File: src/rtl/dmem_arbiter.sv
// dmem_arbiter: round-robin arbiter sharing the data memory between CPU and debug port.
// Define DMEM_ARB_PERF_EN to add per-requester saturating wait-cycle counters.
module dmem_arbiter #(
    parameter int ADDR_W   = 32,
    parameter int DATA_W   = 32,
    parameter int MAX_HOLD = 4
) (
    input  logic              clk,
    input  logic              reset,
    input  logic              cpu_req,
    input  logic              cpu_we,
    input  logic [ADDR_W-1:0] cpu_addr,
    input  logic [DATA_W-1:0] cpu_wdata,
    output logic              cpu_gnt,
    output logic              cpu_rvalid,
    output logic [DATA_W-1:0] cpu_rdata,
    input  logic              dbg_req,
    input  logic              dbg_we,
    input  logic [ADDR_W-1:0] dbg_addr,
    input  logic [DATA_W-1:0] dbg_wdata,
    input  logic              dbg_lock,
    output logic              dbg_gnt,
    output logic              dbg_rvalid,
    output logic [DATA_W-1:0] dbg_rdata,
    output logic              mem_en,
    output logic              mem_we,
    output logic [ADDR_W-1:0] mem_addr,
    output logic [DATA_W-1:0] mem_wdata,
`ifdef DMEM_ARB_PERF_EN
    output logic [31:0]       cpu_wait_cnt,
    output logic [31:0]       dbg_wait_cnt,
`endif
    input  logic [DATA_W-1:0] mem_rdata
);

    typedef enum logic {
        S_IDLE,
        S_DBG_LOCK
    } state_t;

    typedef enum logic {
        OWN_CPU,
        OWN_DBG
    } owner_t;

    localparam logic [7:0] MAX_H = 8'(MAX_HOLD);

    state_t            state_q, state_d;
    owner_t            last_q, last_d;
    logic [7:0]        hold_q, hold_d;
    logic              cpu_rvalid_q, cpu_rvalid_d;
    logic              dbg_rvalid_q, dbg_rvalid_d;
    logic [DATA_W-1:0] cpu_rdata_q, cpu_rdata_d;
    logic [DATA_W-1:0] dbg_rdata_q, dbg_rdata_d;

    always_ff @(posedge clk) begin
        if (reset) begin
            state_q      <= S_IDLE;
            last_q       <= OWN_DBG;
            hold_q       <= '0;
            cpu_rvalid_q <= 1'b0;
            dbg_rvalid_q <= 1'b0;
            cpu_rdata_q  <= '0;
            dbg_rdata_q  <= '0;
        end else begin
            state_q      <= state_d;
            last_q       <= last_d;
            hold_q       <= hold_d;
            cpu_rvalid_q <= cpu_rvalid_d;
            dbg_rvalid_q <= dbg_rvalid_d;
            cpu_rdata_q  <= cpu_rdata_d;
            dbg_rdata_q  <= dbg_rdata_d;
        end
    end

    always_comb begin
        state_d = state_q;
        last_d  = last_q;
        hold_d  = hold_q;
        cpu_gnt = 1'b0;
        dbg_gnt = 1'b0;
        if (!reset) begin
            unique case (state_q)
                S_IDLE: begin
                    if (cpu_req && dbg_req) begin
                        cpu_gnt = (last_q == OWN_DBG);
                        dbg_gnt = (last_q == OWN_CPU);
                    end else begin
                        cpu_gnt = cpu_req;
                        dbg_gnt = dbg_req;
                    end
                    if (cpu_gnt) begin
                        last_d = OWN_CPU;
                    end
                    // A one-access hold limit degenerates to unlocked arbitration.
                    if (dbg_gnt) begin
                        last_d = OWN_DBG;
                        if (dbg_lock && (MAX_H > 8'd1)) begin
                            state_d = S_DBG_LOCK;
                            hold_d  = 8'd1;
                        end
                    end
                end
                S_DBG_LOCK: begin
                    dbg_gnt = dbg_req && dbg_lock && (hold_q < MAX_H);
                    hold_d  = hold_q + {7'd0, dbg_gnt};
                    if (!dbg_req || !dbg_lock || (hold_d == MAX_H)) begin
                        state_d = S_IDLE;
                        hold_d  = '0;
                        last_d  = OWN_DBG;
                    end
                end
                default: begin
                    state_d = S_IDLE;
                    hold_d  = '0;
                end
            endcase
        end
    end

    always_comb begin
        mem_en    = cpu_gnt | dbg_gnt;
        mem_we    = 1'b0;
        mem_addr  = '0;
        mem_wdata = '0;
        if (cpu_gnt) begin
            mem_we    = cpu_we;
            mem_addr  = cpu_addr;
            mem_wdata = cpu_wdata;
        end else if (dbg_gnt) begin
            mem_we    = dbg_we;
            mem_addr  = dbg_addr;
            mem_wdata = dbg_wdata;
        end
    end

    // Returned data passes straight through in the rvalid cycle, then is held.
    always_comb begin
        cpu_rvalid   = cpu_rvalid_q & ~reset;
        dbg_rvalid   = dbg_rvalid_q & ~reset;
        cpu_rvalid_d = cpu_gnt & ~cpu_we;
        dbg_rvalid_d = dbg_gnt & ~dbg_we;
        cpu_rdata_d  = cpu_rvalid ? mem_rdata : cpu_rdata_q;
        dbg_rdata_d  = dbg_rvalid ? mem_rdata : dbg_rdata_q;
        cpu_rdata    = cpu_rdata_d;
        dbg_rdata    = dbg_rdata_d;
    end

`ifdef DMEM_ARB_PERF_EN
    logic [31:0] cpu_wait_q, cpu_wait_d;
    logic [31:0] dbg_wait_q, dbg_wait_d;

    always_ff @(posedge clk) begin
        if (reset) begin
            cpu_wait_q <= '0;
            dbg_wait_q <= '0;
        end else begin
            cpu_wait_q <= cpu_wait_d;
            dbg_wait_q <= dbg_wait_d;
        end
    end

    always_comb begin
        cpu_wait_d = cpu_wait_q;
        dbg_wait_d = dbg_wait_q;
        if (cpu_req && !cpu_gnt && (cpu_wait_q != 32'hFFFF_FFFF)) begin
            cpu_wait_d = cpu_wait_q + 32'd1;
        end
        if (dbg_req && !dbg_gnt && (dbg_wait_q != 32'hFFFF_FFFF)) begin
            dbg_wait_d = dbg_wait_q + 32'd1;
        end
    end

    assign cpu_wait_cnt = cpu_wait_q;
    assign dbg_wait_cnt = dbg_wait_q;
`endif

endmodule

File: config.mk
export PLATFORM = sky130hd
export DESIGN_NAME = dmem_arbiter
export DESIGN_NICKNAME = d
export VERILOG_FILES = /design/src/rtl/dmem_arbiter.sv
export SDC_FILE = /design/constraint.sdc
export NUM_CORES = 1
export LEC_CHECK = 0
export CORE_MARGIN = 4
export CORE_UTILIZATION = 34
export CTS_BUF_LIST = sky130_fd_sc_hd__clkbuf_8 sky130_fd_sc_hd__clkbuf_16
export DETAILED_ROUTE_END_ITERATION = 12
export PLACE_DENSITY = 0.93
export SYNTH_ARGS = -nofsm -noshare
export SYNTH_HDL_FRONTEND = slang
export SYNTH_SLANG_ARGS = --single-unit
File: constraint.sdc
create_clock -name clk -period 3.49 [get_ports clk]
set_clock_uncertainty 0.15 [all_clocks]
set_input_delay 1.047 -clock clk [delete_from_list [all_inputs] [get_ports clk]]
set_output_delay 1.047 -clock clk [all_outputs]
set_load 0.02 [all_outputs]
==> summary.md, run 1 <==
| Metric | Value |
|---|---|
| Worst setup SP type | input pin |
| WL final | 18.3 mm |
| Delay-heaviest family, CP | buffers and inverters |
| Avg Cell Area, Syn | 10.3 sq um |
| Die footprint | 0.0134 sq mm |
| Syn Std Cell Area | 0.00394 sq mm |
| Post-synth top flop | dfxtp_1 |
| Most frequent cell after synthesis | dfxtp_1 |
| Final period util | 106% |
| Vias post-DR | 4483 |
| H-tree depth | 3 |
| Async SR Flop Fraction | 0% |
| CTS tree | done |
| Clock Tree Buf Depth | 2 |
| Vias in the first global route | 4835 |
| # hold bufs at CTS | 0 |
| Sequential share of the synthesized area | 38.6% |
| First-pass GRT wire length | 26.1 mm |
| Pin count of the biggest net entering global routing | 68 |
| Fin. max-slew vios | 0 |
| WP data required | 2290 ps |
| CTS buffer count | 9 |
| Die width | 116 microns |
| Hold crit path type | reg2reg |
| Synth unique cells | 46 |
| Initial drt markers | 287 |
| Io pins | 301 |
| Fill cell count | 801 |
| Crit path kind | in2out |
| Worst slew pin tran | 673 ps |
| Clock Pin Slew Worst Setup and Hold Paths | 60 ps |
| Vias per cell | 5.17 |
| Synthesized instance count | 382 |
| RSZ-0062 raised after global routing | yes |
| Yosys top cell by area | dfxtp_1 |
| Grt total ovfl | 0 |
| Total GRT Usage | 25.4% |
| Outcome | finished, violations left |
| DRC viols | 0 |
| Max incr delay on CP | 280 ps |
| DP HPWL | 13.3 mm |
| Critical-path maximum fanout | 7 |
| FF+latch count, synth | 76 |
| # diodes | 0 |
| Worst setup margin | -200 ps |
| Die Y | 116 microns |
| 1st-pass router iterations | 5 |
| Final Hold Viols | 0 |
| Post-synth top area share | 38.6% |
| Setup-failing EPs final | 72 |
| Synth top area cells | dfxtp_1 39%, mux2_2 18%, a22o_1 14% |
| Critical Path End Type | output pin |
| Max-capacitance violation count | 0 |
| Cell Area, Placed | 0.00721 sq mm |
| Initial antenna violation count | 0 |
| Min cycle time layout | 3690 ps |
| Ys Warns | 0 |
| Final instance area | 0.00809 sq mm |
| Area Growth Syn to Fin | 105% |
| Sink Count | 76 |
| Starting Density | 34.7% |
| Final ANT Viol Nets | 0 |
| Clk_lat worst skew | 330 ps |
| CORE AREA | 0.0114 sq mm |
| Max IR drop VDD | 0.303 mV |
| Most instantiated cells after synthesis | 76 x dfxtp_1, 66 x and2_1, 65 x a22o_1 |
| Crit-path cells | buf_6 -> and4bb_2 -> a32oi_4 -> nor2_4 -> buf_6 -> buf_8 -> buf_6 -> a22o_1 -> buf_6 |
| Root Driver | clkbuf_16 |
| Arrival time of the worst setup path | 2490 ps |
| Failing checks | negative setup slack |
| Slew HR | 54.8% |
| Maximum clock rate | 0.271 GHz |
| Routed len/inst | 21.1 microns |
| Final net count | 889 |
| Number of synthesized flops with an enable pin | 0 |
| WP buf/inv | 5 |
| Top cell by count, worst path | buf_6 |
| Hold WS | 348 ps |
| Num rows | 39 |
| Layout cell share with drive strength beyond 1 | 36.5% |
| Pleak | 3.74 nW |
| PD cells | 318 mW/mm^2 |
| Post-Syn Nets | 551 |
| PortBufs | 300 |
| Placer congestion estimate | 0.872 |
| Slowest cell on crit path | a32oi_4 |
[worst paths after layout]
kind                           from                      to  slack (ps)  cells after the start
max                        dbg_lock             mem_addr[9]        -200                      9
min          hold_q[1]$_SDFFE_PP0P_  hold_q[1]$_SDFFE_PP0P_         350                      2
min reg2reg  hold_q[1]$_SDFFE_PP0P_  hold_q[1]$_SDFFE_PP0P_         350                      2
max reg2reg  hold_q[6]$_SDFFE_PP0P_  hold_q[0]$_SDFFE_PP0P_         930                      8
[worst min-delay path, delay by kind of cell, from the launching register on]
kind             cells  cell delay [ps]
AO/OA/AOI/OAI        1               50
flip-flops           1              340
AND/OR/NAND/NOR      1               60
[layer usage]
metal  up-vias  track usage [%]  wire length (microns)
met5         -                0                      0
met4         0             11.0                    494
met3        40             8.36                   1590
met2       261             47.7                   9910
met1      2107             25.6                   6260
li1       2075                -                      -
[sequential cells by signal (all words and copies together) (netlist names)]
signal and count:
dbg_rvalid_q 1, cpu_rvalid_q 1, cpu_rdata_q 32, state_q 1
hold_q 8, last_q 1, dbg_rdata_q 32
[stage by stage]
step | power, mW | setup slack [ps] | util [%] | setup TNS (ps) | instances
3_5_place_dp | 1.59 | -935 | 63.4 | -100320 | 817
2_1_floorplan | 1.17 | 81.7 | - | 0 | 382
3_3_place_gp | 1.58 | -838 | 63.4 | -93250 | 817
4_1_cts | 2.57 | -234 | 69.7 | -8320 | 863
6_report | 2.57 | -200 | 71.1 | -5380 | 867
5_1_grt | 2.67 | -241 | 71.1 | -7880 | 867
[cell type report]
type | instances | area, sq um | share of cell area, %
timing repair buffer | 364 | 3750 | 46.4
clock buffer | 10 | 239 | 2.96
clock inverter | 5 | 53.8 | 0.665
inverter | 4 | 15.0 | 0.186
multi-input combinational | 265 | 2330 | 28.8
tap | 143 | 179 | 2.21
sequential | 76 | 1520 | 18.8
[cell families after synthesis]
group	after synthesis	share of synthesized area, %
adder cells (fa/ha/maj)	2	0.635
AO/OA/AOI/OAI	90	19.5
multiplexers	64	18.3
AND/OR/NAND/NOR	108	17.2
buffers and inverters	41	5.53
XOR/XNOR	1	0.222
flip-flops	76	38.6
[power breakdown]
| group | switching, mW | total, mW | internal, mW |
|---|---|---|---|
| sequential | 0.00740 | 0.892 | 0.884 |
| clock | 0.342 | 0.906 | 0.565 |
| combinational | 0.325 | 0.774 | 0.448 |
[what timing repair did]
item                       CTS  global route
cloned                       7             2
setup buffers               24             9
resized for setup          547            69
pin swaps                   10            16
setup endpoints to repair  134           109
[placed cells by master, fill, tap and decap left out, types with 3 or more instances in the layout]
master             n
buf_6             88
buf_8              6
mux2_2            53
dlygate4sd2_1     32
inv_1              4
a22o_4             5
mux2_4            11
buf_2             17
nor2_1             4
a21oi_1            4
and3_1             3
nand2_1            7
and2_1            66
dfxtp_1           76
clkdlybuf4s50_1  162
clkbuf_16         11
a22o_1            60
buf_4             38
buf_12            12
nor3_1             4
nor2b_1            3
(Power assumes the default switching activity.)
==> inputs of run 2 (changes only) <==
--- a/config.mk
+++ b/config.mk
@@ -7,7 +7,11 @@
 export LEC_CHECK = 0
+export CELL_PAD_IN_SITES_DETAIL_PLACEMENT = 0
+export CELL_PAD_IN_SITES_GLOBAL_PLACEMENT = 2
+export CORE_ASPECT_RATIO = 1.2
 export CORE_MARGIN = 4
-export CORE_UTILIZATION = 34
+export CORE_UTILIZATION = 18
 export CTS_BUF_LIST = sky130_fd_sc_hd__clkbuf_8 sky130_fd_sc_hd__clkbuf_16
+export CTS_CLUSTER_DIAMETER = 100
 export DETAILED_ROUTE_END_ITERATION = 12
-export PLACE_DENSITY = 0.93
+export PLACE_DENSITY = 0.92
 export SYNTH_ARGS = -nofsm -noshare
--- a/constraint.sdc
+++ b/constraint.sdc
@@ -4,2 +4,2 @@
 set_output_delay 1.047 -clock clk [all_outputs]
-set_load 0.02 [all_outputs]
+set_load 0.1 [all_outputs]
==> summary.md, run 2 (synthesized netlist as in run 1, its figures left out) <==
| Metric | Value |
|---|---|
| PortBufs | 300 (unchanged) |
| Layout cell share with drive strength beyond 1 | 49.0% (+13 points) |
| CORE AREA | 0.0216 sq mm (+90%) |
| Max IR drop VDD | 0.196 mV (-35%) |
| # hold bufs at CTS | 0 (unchanged) |
| Final setup TNS | -4280 ps (+1100 ps) |
| Root Driver | clkbuf_16 |
| Starting Density | 18.2% (-16 points) |
| Crit path kind | in2out |
| First-pass GRT wire length | 28.2 mm (+8.2%) |
| Fin. max-slew vios | 0 (unchanged) |
| Num rows | 59 (+51%) |
| Die Y | 170 microns (+47%) |
| Commonest non-fill, non-tap cell in the layout | clkdlybuf4s50_1 |
| Worst setup margin | -95.3 ps (+105 ps) |
| Pre-CTS WS | -519 ps (+416 ps) |
| Final period util | 103% (-3.0 points) |
| Routed len/inst | 19.5 microns (-7.2%) |
| WL final | 19.5 mm (+6.7%) |
| Clock Pin Slew Worst Setup and Hold Paths | 60 ps (about the same) |
| Outcome | finished, violations left |
| Final ANT Viol Nets | 0 (unchanged) |
| Fill cell count | 1906 (+140%) |
| Initial drt markers | 88 (-69%) |
| Clock Tree Buf Depth | 2 (unchanged) |
| Sequential share of power | 26.0% (-8.7 points) |
| DRC viols | 0 (unchanged) |
| Initial antenna violation count | 1 (+1) |
| Net switching fraction of the power | 37.0% (+11 points) |
| Int Power | 2.16 mW (+14%) |
| Worst slew pin tran | 664 ps (-9.37 ps) |
| Die footprint | 0.0243 sq mm (+82%) |
| Worst setup SP type | input pin |
| Die width | 143 microns (+24%) |
| Psw | 1.27 mW (+88%) |
| Vias post-DR | 4343 (-3.1%) |
| 1st-pass router iterations | 4 (-1) |
| Arrival time of the worst setup path | 2390 ps (-100 ps) |
| Clk_lat worst skew | 340 ps (about the same) |
| Top Registers | cpu_rdata_q: 32 flops, dbg_rdata_q: 32 flops, hold_q: 8 flops |
| Setup-failing EPs final | 67 (-6.9%) |
| CTS buffer count | 9 (unchanged) |
| Area Growth Syn to Fin | 162% |
| Critical-path maximum fanout | 7 (unchanged) |
| Placed insts | 954 (+17%) |
| Sink Count | 76 (unchanged) |
| Final net count | 886 (-0.34%) |
| H-tree depth | 3 (unchanged) |
| Hold crit path type | reg2reg |
| Maximum clock rate | 0.279 GHz (+2.9%) |
| PD cells | 331 mW/mm^2 (+4.2%) |
| Min cycle time layout | 3590 ps (-105 ps) |
| RSZ-0062 raised after global routing | yes |
| Io pins | 301 (unchanged) |
| Slew HR | 55.5% (+0.63 points) |
| Final Hold Viols | 0 (unchanged) |
| Vias per cell | 4.36 (-16%) |
| DP HPWL | 15.0 mm (+13%) |
| CTS tree | done |
| Pleak | 4.33 nW (+16%) |
| Pin count of the biggest net entering global routing | 68 (unchanged) |
| WP data required | 2290 ps (about the same) |
| Vias in the first global route | 4696 (-2.9%) |
| Total GRT Usage | 15.5% (-9.9 points) |
| Clock power share | 27.5% (-7.7 points) |
| Failing checks | negative setup slack |
| Max-capacitance violation count | 0 (unchanged) |
| Most frequent cells in the layout | 162 x clkdlybuf4s50_1, 150 x buf_12, 76 x dfxtp_1 |
| Grt total ovfl | 0 (unchanged) |
| Power share of the combinational group | 46.5% (+16 points) |
| Placer congestion estimate | 0.768 (-12%) |
| Critical Path End Type | output pin |
| Count of non-filler cells in the finished layout | 997 (+15%) |
run 2: changes by cell type in the layout (fill, tap and decap cells not counted), sizes merged:
cell and change:
dlygate4sd2 -32, buf +30, clkbuf +3, clkdlybuf4s15 -2, dlymetal6s2s -2, diode +1
inv +1
run 2: power groups by stage:
stage | Combinational (mW) | Clock, mW | Sequential (mW)
finish | 1.59 | 0.942 | 0.891
global route | 1.64 | 1.01 | 0.892
CTS | 1.59 | 0.976 | 0.890
detailed placement | 1.52 | 0 | 0.909
global placement | 1.51 | 0 | 0.909
floorplan | 0.843 | 0 | 0.907
run 2: worst max-delay path: stages:
cell	delay, ps
buf_6	90
and4bb_1	220
a32oi_4	230
nor2_4	70
buf_12	150
buf_12	140
a22o_4	260
buf_12	170
run 2: area by class of cell:
class | count | area, sq um | area share, %
Timing Repair Buffer | 361 | 5260 | 50.9
Clock buffer | 10 | 239 | 2.31
Antenna cell | 1 | 2.50 | 0.0242
Tap cell | 274 | 343 | 3.32
Inverter | 4 | 15.0 | 0.145
Clock inverter | 6 | 62.6 | 0.605
Multi-Input combinational cell | 265 | 2890 | 28.0
Sequential cell | 76 | 1520 | 14.7
run 2: path summary, 6_finish.rpt:
check	end	startpoint	slack, ps	cells after the start
max	mem_addr[31]	dbg_lock	-100	8
min	hold_q[1]$_SDFFE_PP0P_	hold_q[1]$_SDFFE_PP0P_	340	2
max reg2reg	last_q$_SDFFE_PP1P_	hold_q[4]$_SDFFE_PP0P_	870	8
min reg2reg	hold_q[1]$_SDFFE_PP0P_	hold_q[1]$_SDFFE_PP0P_	340	2
run 2: stage by stage:
step                hold slack (ps)  util, %  area, sq um  power [mW]
finish                          344     47.8        10300        3.43
global route                    396     47.8        10300        3.54
CTS                             348     47.1        10200        3.45
detailed placement              339     43.3         9370        2.43
global placement                328     43.3         9370        2.42
floorplan                       305        -         4530        1.75
run 2: timing repair:
item | 4_1_cts | 5_1_grt
buffers inserted | 16 | 4
resized for setup | 54 | 17
pin swaps | 6 | 11
endpoints found under the setup margin | 134 | 91
gates cloned | 7 | 5
run 2: routing by layer:
metal,global-route usage (%),vias up,wire length [microns]
li1,-,2078,-
met1,18.2,2036,7690
met2,26.3,210,9520
met3,5.93,19,1920
met4,4.55,0,358
met5,0,-,0
